## config.mk

```make
export PLATFORM = sky130hd
export DESIGN_NAME = timing_sequencer
export DESIGN_NICKNAME = d
export VERILOG_FILES = /design/src/rtl/timing_sequencer.sv
export SDC_FILE = /design/constraint.sdc
export NUM_CORES = 1
export LEC_CHECK = 0
export ABC_AREA = 1
export BUFFER_PORTS_ARGS = -buffer_cell sky130_fd_sc_hd__buf_2
export CAP_MARGIN = 0
export CORE_UTILIZATION = 54
export DETAILED_ROUTE_END_ITERATION = 12
export PLACE_DENSITY = 0.95
export SLEW_MARGIN = 20
export SYNTH_ARGS = -nofsm -noshare
export SYNTH_HDL_FRONTEND = slang
export SYNTH_SLANG_ARGS = --single-unit
```

## constraint.sdc

```tcl
create_clock -name i_clk -period 1.8 [get_ports i_clk]
set_input_delay 0.09 -clock i_clk [delete_from_list [all_inputs] [get_ports i_clk]]
set_output_delay 0.09 -clock i_clk [all_outputs]
set_load 0.02 [all_outputs]
```

## src/rtl/timing_sequencer.sv

```systemverilog
// timing_sequencer
//   Owns the instruction cycle counter, opcode-fetch indication and RDY
//   stalling, and sequences reset / NMI / IRQ entry as a forced BRK.
//   A decoder-signalled jam halts the sequencer until reset.
// Ports:
//   i_clk, i_reset_n         clock, asynchronous active-low reset
//   i_tcu_next               decoder's cycle value for the next cycle
//   i_rw                     current-cycle direction (1 = read)
//   i_rdy                    ready; 0 stalls read cycles only
//   i_nmi_n, i_irq_n         NMI (falling edge), IRQ (low level)
//   i_i_flag                 interrupt disable status bit
//   i_int_ack                final cycle of a forced-BRK sequence
//   i_halt                   jam opcode decoded
//   o_tcu, o_sync, o_stall   cycle value, opcode fetch, frozen cycle
//   o_int_kind               00 none, 01 reset, 10 NMI, 11 IRQ
//   o_force_brk              decoder substitutes opcode 0x00
//   o_suppress_write         decoder turns writes into reads
//   o_nmi_pending            NMI edge latched, not yet serviced
//   o_cycle_count            wrapping count of non-stalled cycles
module timing_sequencer #(
    parameter int TCU_WIDTH = 3,
    parameter int CNT_WIDTH = 16
) (
    input  logic                 i_clk,
    input  logic                 i_reset_n,
    input  logic [TCU_WIDTH-1:0] i_tcu_next,
    input  logic                 i_rw,
    input  logic                 i_rdy,
    input  logic                 i_nmi_n,
    input  logic                 i_irq_n,
    input  logic                 i_i_flag,
    input  logic                 i_int_ack,
    input  logic                 i_halt,
    output logic [TCU_WIDTH-1:0] o_tcu,
    output logic                 o_sync,
    output logic                 o_stall,
    output logic [1:0]           o_int_kind,
    output logic                 o_force_brk,
    output logic                 o_suppress_write,
    output logic                 o_nmi_pending,
    output logic [CNT_WIDTH-1:0] o_cycle_count
);

    typedef enum logic [1:0] {
        ST_RESET,
        ST_RUN,
        ST_HALT
    } state_t;

    localparam logic [1:0] KIND_NONE  = 2'b00;
    localparam logic [1:0] KIND_RESET = 2'b01;
    localparam logic [1:0] KIND_NMI   = 2'b10;
    localparam logic [1:0] KIND_IRQ   = 2'b11;

    state_t state;
    logic   nmi_prev;
    logic   nmi_latch;
    logic   advance;
    logic   nmi_edge;
    logic   irq_active;
    logic   boundary;
    logic   ack;

    always_comb begin
        advance    = (state == ST_RUN) && (i_rdy || !i_rw);
        nmi_edge   = nmi_prev && !i_nmi_n;
        irq_active = !i_irq_n && !i_i_flag;
        ack        = advance && i_int_ack;
        // An instruction boundary only samples interrupts when no
        // interrupt sequence is already in flight.
        boundary   = advance && (i_tcu_next == '0) && (o_int_kind == KIND_NONE);
    end

    always_ff @(posedge i_clk or negedge i_reset_n) begin
        if (!i_reset_n) begin
            state         <= ST_RESET;
            o_tcu         <= '0;
            o_cycle_count <= '0;
            o_int_kind    <= KIND_RESET;
            nmi_prev      <= 1'b1;
            nmi_latch     <= 1'b0;
        end else begin
            nmi_prev <= i_nmi_n;

            case (state)
                ST_RESET: state <= ST_RUN;
                ST_RUN: begin
                    if (advance) begin
                        o_tcu         <= i_tcu_next;
                        o_cycle_count <= o_cycle_count + CNT_WIDTH'(1);
                        if (i_halt)
                            state <= ST_HALT;
                    end
                end
                default: state <= ST_HALT;
            endcase

            if (ack) begin
                o_int_kind <= KIND_NONE;
            end else if (boundary) begin
                if (nmi_latch)
                    o_int_kind <= KIND_NMI;
                else if (irq_active)
                    o_int_kind <= KIND_IRQ;
            end

            // A fresh edge in the acknowledge cycle keeps the latch set.
            if (nmi_edge)
                nmi_latch <= 1'b1;
            else if (ack && (o_int_kind == KIND_NMI))
                nmi_latch <= 1'b0;
        end
    end

    always_comb begin
        o_sync           = (state == ST_RUN) && (o_tcu == '0);
        o_stall          = !advance;
        o_force_brk      = (o_int_kind != KIND_NONE);
        o_suppress_write = (o_int_kind == KIND_RESET);
        o_nmi_pending    = nmi_latch;
    end

endmodule

```

# Yosys cells after proc, flatten, opt, wreduce, memory -nomap -nowiden
# Cells that the tools add are included.
# word_totals
regBits,25
latch_bits,0
ram_bits,0
romBits,0
out_inout_bits,26
wordCells,46
mem_count,0
# op_classes
addsub,1
mul,0
div_mod_pow,0
order_cmp,0
n_eq_ne,5
shift,0
mux,9
bitwise_logic,0
n_reduce_logical,25
# op_table
cell,n
$add A16 B1 Y16 const B,1
$mux W2,6
$logic_and A1 B1 Y1,8
$logic_not A3 Y1,2
$reduce_and A2 Y1,3
$reduce_bool A2 Y1,3
$logic_not A1 Y1,5
$eq A2 B1 Y1 const B,2
$logic_not A2 Y1,2
$ne A2 B2 Y1 const B,2
$pmux W2 S2,1
$reduce_bool A3 Y1,1
$eq A2 B2 Y1 const B,1
$mux W1,2
$logic_or A1 B1 Y1,1

# Longest topological paths before layout
# logic_depth
word_depth,7
depth_mapped,9
ltp_nobuf,8

# Worst setup path before layout
# No wires, ideal clock.
# synth_timing
path_type,flip-flop to flip-flop
startpoint,register o_cycle_count[0]
endpoint,register o_cycle_count[10]
setup_time_ns,0.120
t_arrival_ns,1.230
required_ns,1.680
path_slack_ns,0.449
path_stages_with_launch,7
n_path_buf,0
synth_period_minus_slack_ns,1.351
cell_sequence,dfrtp_1 -> ha_1 -> nand3_1 -> nor2_2 -> nand2_1 -> o21ai_1 -> nand2_1
# synth_via
elab_chain_cells,1
# synth_rtl
item,line,rtl
from (decl),41,output logic [CNT_WIDTH-1:0] o_cycle_count
from (signal assigned),90,o_cycle_count <= o_cycle_count + CNT_WIDTH'(1);
$add A16 B1 Y16,90,
# No other way between the ends.
# A chain may end at the register's enable or synchronous reset.

# Final worst setup path
# layout_timing
startpoint,register state[1]
endpoint,register o_cycle_count[9]
# layout_via
elab_chain_cells,3
# layout_rtl
item,line,rtl
from (decl),55,state_t state;
from (signal assigned),76,state <= ST_RESET;
from (signal assigned),86,ST_RESET: state <= ST_RUN;
from (signal assigned),92,state <= ST_HALT;
$eq A2 B1 Y1 (*),"65, 85",
$logic_and A1 B1 Y1,65,advance = (state == ST_RUN) && (i_rdy || !i_rw);
$reduce_and A2 Y1 (no line) (*),-,
# Mark *: on every way between the ends. The rest lies on a longest branch, timed or not.

==> flow_summary.ini <==
[run_status]
status = finished clean

[clock_network]
cts_tree = yes
clkLatencyLatePin_ps = 310
cts_setup_buffers = 0
path_clk_slew_ps = 130
htree_levels = 1
ctsHoldBuffers = 5
cts_buffers = 3
root_buffer = clkbuf_4
cts.sinks = 25
cts_resized = 0
clock_path_buffers = 2

[floorplan]
fp.dieW_um = 50.4
coreArea_sq_mm = 0.00221
ioPinCount = 38
chipHeight_um = 50.4
start_util = 0.572
core.rowCount = 17
die_area_sq_mm = 0.00254

[global_routing]
met2_usage = 0.458
grt_pass1_vias = 1168
grt_pass1_wl_um = 4800
gr-max-usage-layer = met2
grt_remaining_overflow = 0
antenna_found_initial = 0
use_met3 = 0.0364
grt_max_degree = 26
grtUsageMet1 = 0.293
grt_use_total = 0.251

[worst_setup_path]
cpLargestDelayFamily = simple AND/OR/NAND/NOR gates
cp.required_ps = 2000
cp-start-kind = flip-flop
arrival_ps = 1600
end_kind = flip-flop
path_max_fanout = 8
cp.buffers_inverters = 0
crit_type = reg -> reg
path_cells = nor2_2, nand2_2, nor2_1, nand3_1, xor2_1
max_stage_delay_ps = 420
cp_slowest_cell = dfrtp_1

[synthesis]
yosysMostFrequentCell = nand2_1
post_synth.cell_area_avg_sq_um = 8.16
ys_seq_area_frac = 0.497
synth-main-ff-cell = dfrtp_1
synth_top_area_cell = dfrtp_1
ys_types = 23
synth_fp_nets = 168
async_reset_ff_frac = 1.00
ys_top_cells_by_area = dfrtp_1 45%, nand2_1 13%, inv_1 6.8%
synth-seq-cells = 25
yosysWarnings = 0
netlist_instances = 155
syn_area_sq_mm = 0.00126
synth_edf_count = 0
synth_top_area_frac = 0.455
synthTopCellsByCount = 44 x nand2_1, 23 x dfrtp_1, 23 x inv_1

[cells_and_area]
antennaDiodeCount = 0
register_area_sq_um = 628
layout.nets = 216
fillers = 186
finalNonFillerCells = 230
area_delta_synth_final_pct = 23.7
multiInputGateArea_sq_um = 536
drive_above_1_share = 0.257

[detailed_routing]
drt-total-wl_um = 2660
ant_nets = 0
vias_per_cell = 5.14
detail_route.wl_per_cell_um = 11.6
drtPass1Iterations = 4
post-route-drc-count = 0
drtIter0Drc = 19
route.vias.total = 1182

[run]
cap_violations = 0

[sta]
skew_ps = 9.93
max_freq_ghz = 0.712
hold_violations = 0
drv_slew = 0
slew_headroom = 0.641
fin_crit_sh = 0.780
worstMarginPinSlew_ps = 539
timing.setup.tns_ps = 0
final-setup-viol-count = 0
fin_crit_ps = 1400
rsz0062_at_grt = no

[pwr]
sw_frac_of_total = 0.363
vdd_drop_max_mv = 0.751
p_int_uw = 885
p_leak_nw = 0.855
comb_power_share = 0.291
power.share.sequential = 0.535
p_switching_uw = 505
powerDensity_mw_per_mm2 = 888
clockPowerShare = 0.174

[placed_design]
dpl.cell_count = 221
hpwlAfterDp_um = 1950
io_buffers = 37
gp_congestion = 0.859

[worst_hold_path]
hold_path.class = in -> reg
[path summary, 6_finish.rpt]
kind,start,end,slack (ps),cells after the start
setup / recovery,state[1],o_cycle_count[9],400,5
hold / removal,i_tcu_next[2],o_tcu[2],60,3
setup reg to reg,state[1],o_cycle_count[9],400,5
hold reg to reg,state[1],state[0],500,1
max in group asynchronous,i_reset_n,o_int_kind[0],1140,2
min in group asynchronous,i_reset_n,o_cycle_count[7],280,2
[final cells by class]
class | instances | share of cell area
flip-flops and latches | 25 | 0.401
clock buffers | 4 | 0.0168
repair buffers | 44 | 0.160
multi-input cells | 105 | 0.342
well taps | 28 | 0.0224
inverters | 24 | 0.0576
[logic make-up after synthesis]
family                     count (synthesis)  synth area share
and+or+nand+nor                           90             0.330
buffers and inverters                     25            0.0801
xor gates and xnor gates                   9            0.0623
DFF                                       25             0.497
adders and majority gates                  1           0.00989
AOI/OAI and AO/OA                          5            0.0208
[layout by cell type, fill, tap and decap left out, types with 3 or more instances in the layout]
cell type / instances
buf_2: 37
dfrtp_1: 23
nand2_1: 44
xor2_1: 5
nor2_2: 3
dlygate4sd3_1: 5
nor2_1: 19
clkbuf_4: 3
xnor2_1: 4
nand3_1: 10
inv_1: 23
nand4_1: 6
[state kept, by name, indices dropped and copies added, names as in the netlist]
register and flops:
nmi_prev 1, o_cycle_count 16, o_int_kind 2, o_nmi_pending 1, o_tcu 3, state 2
[power by group through the flow]
stage	logic, mW	clock network (mW)	registers (mW)
after detailed placement	0.398	0	0.749
after CTS	0.406	0.253	0.743
after global routing	0.442	0.265	0.756
after floorplan	0.143	0	0.835
after global placement	0.378	0	0.742
final	0.404	0.242	0.744
[metrics by stage]
stage / worst slack, ps / power [mW] / instance area [sq um] / utilization / hold WS, ps
after floorplan: 449 / 0.978 / 1260 / - / -206
after global placement: 460 / 1.12 / 1490 / 0.673 / 98.2
after detailed placement: 442 / 1.15 / 1490 / 0.673 / 102
after CTS: 413 / 1.40 / 1570 / 0.708 / 46.9
after global routing: 287 / 1.46 / 1570 / 0.708 / 68.3
final: 396 / 1.39 / 1570 / 0.708 / 59.1
[metal layers]
metal	vias up	share of wire	routed length [um]
met5	-	0	0
met4	0	0.013	35
met3	4	0.064	171
met2	47	0.52	1400
met1	557	0.40	1060
li1	574	-	-
[worst register-to-register path, cell delays in order, from the launching register on]
cell     delay (ps)
dfrtp_1         420
nor2_2          130
nand2_2         160
nor2_1          280
nand3_1         140
xor2_1          160
No activity file was read; power rests on OpenSTA's default activity.
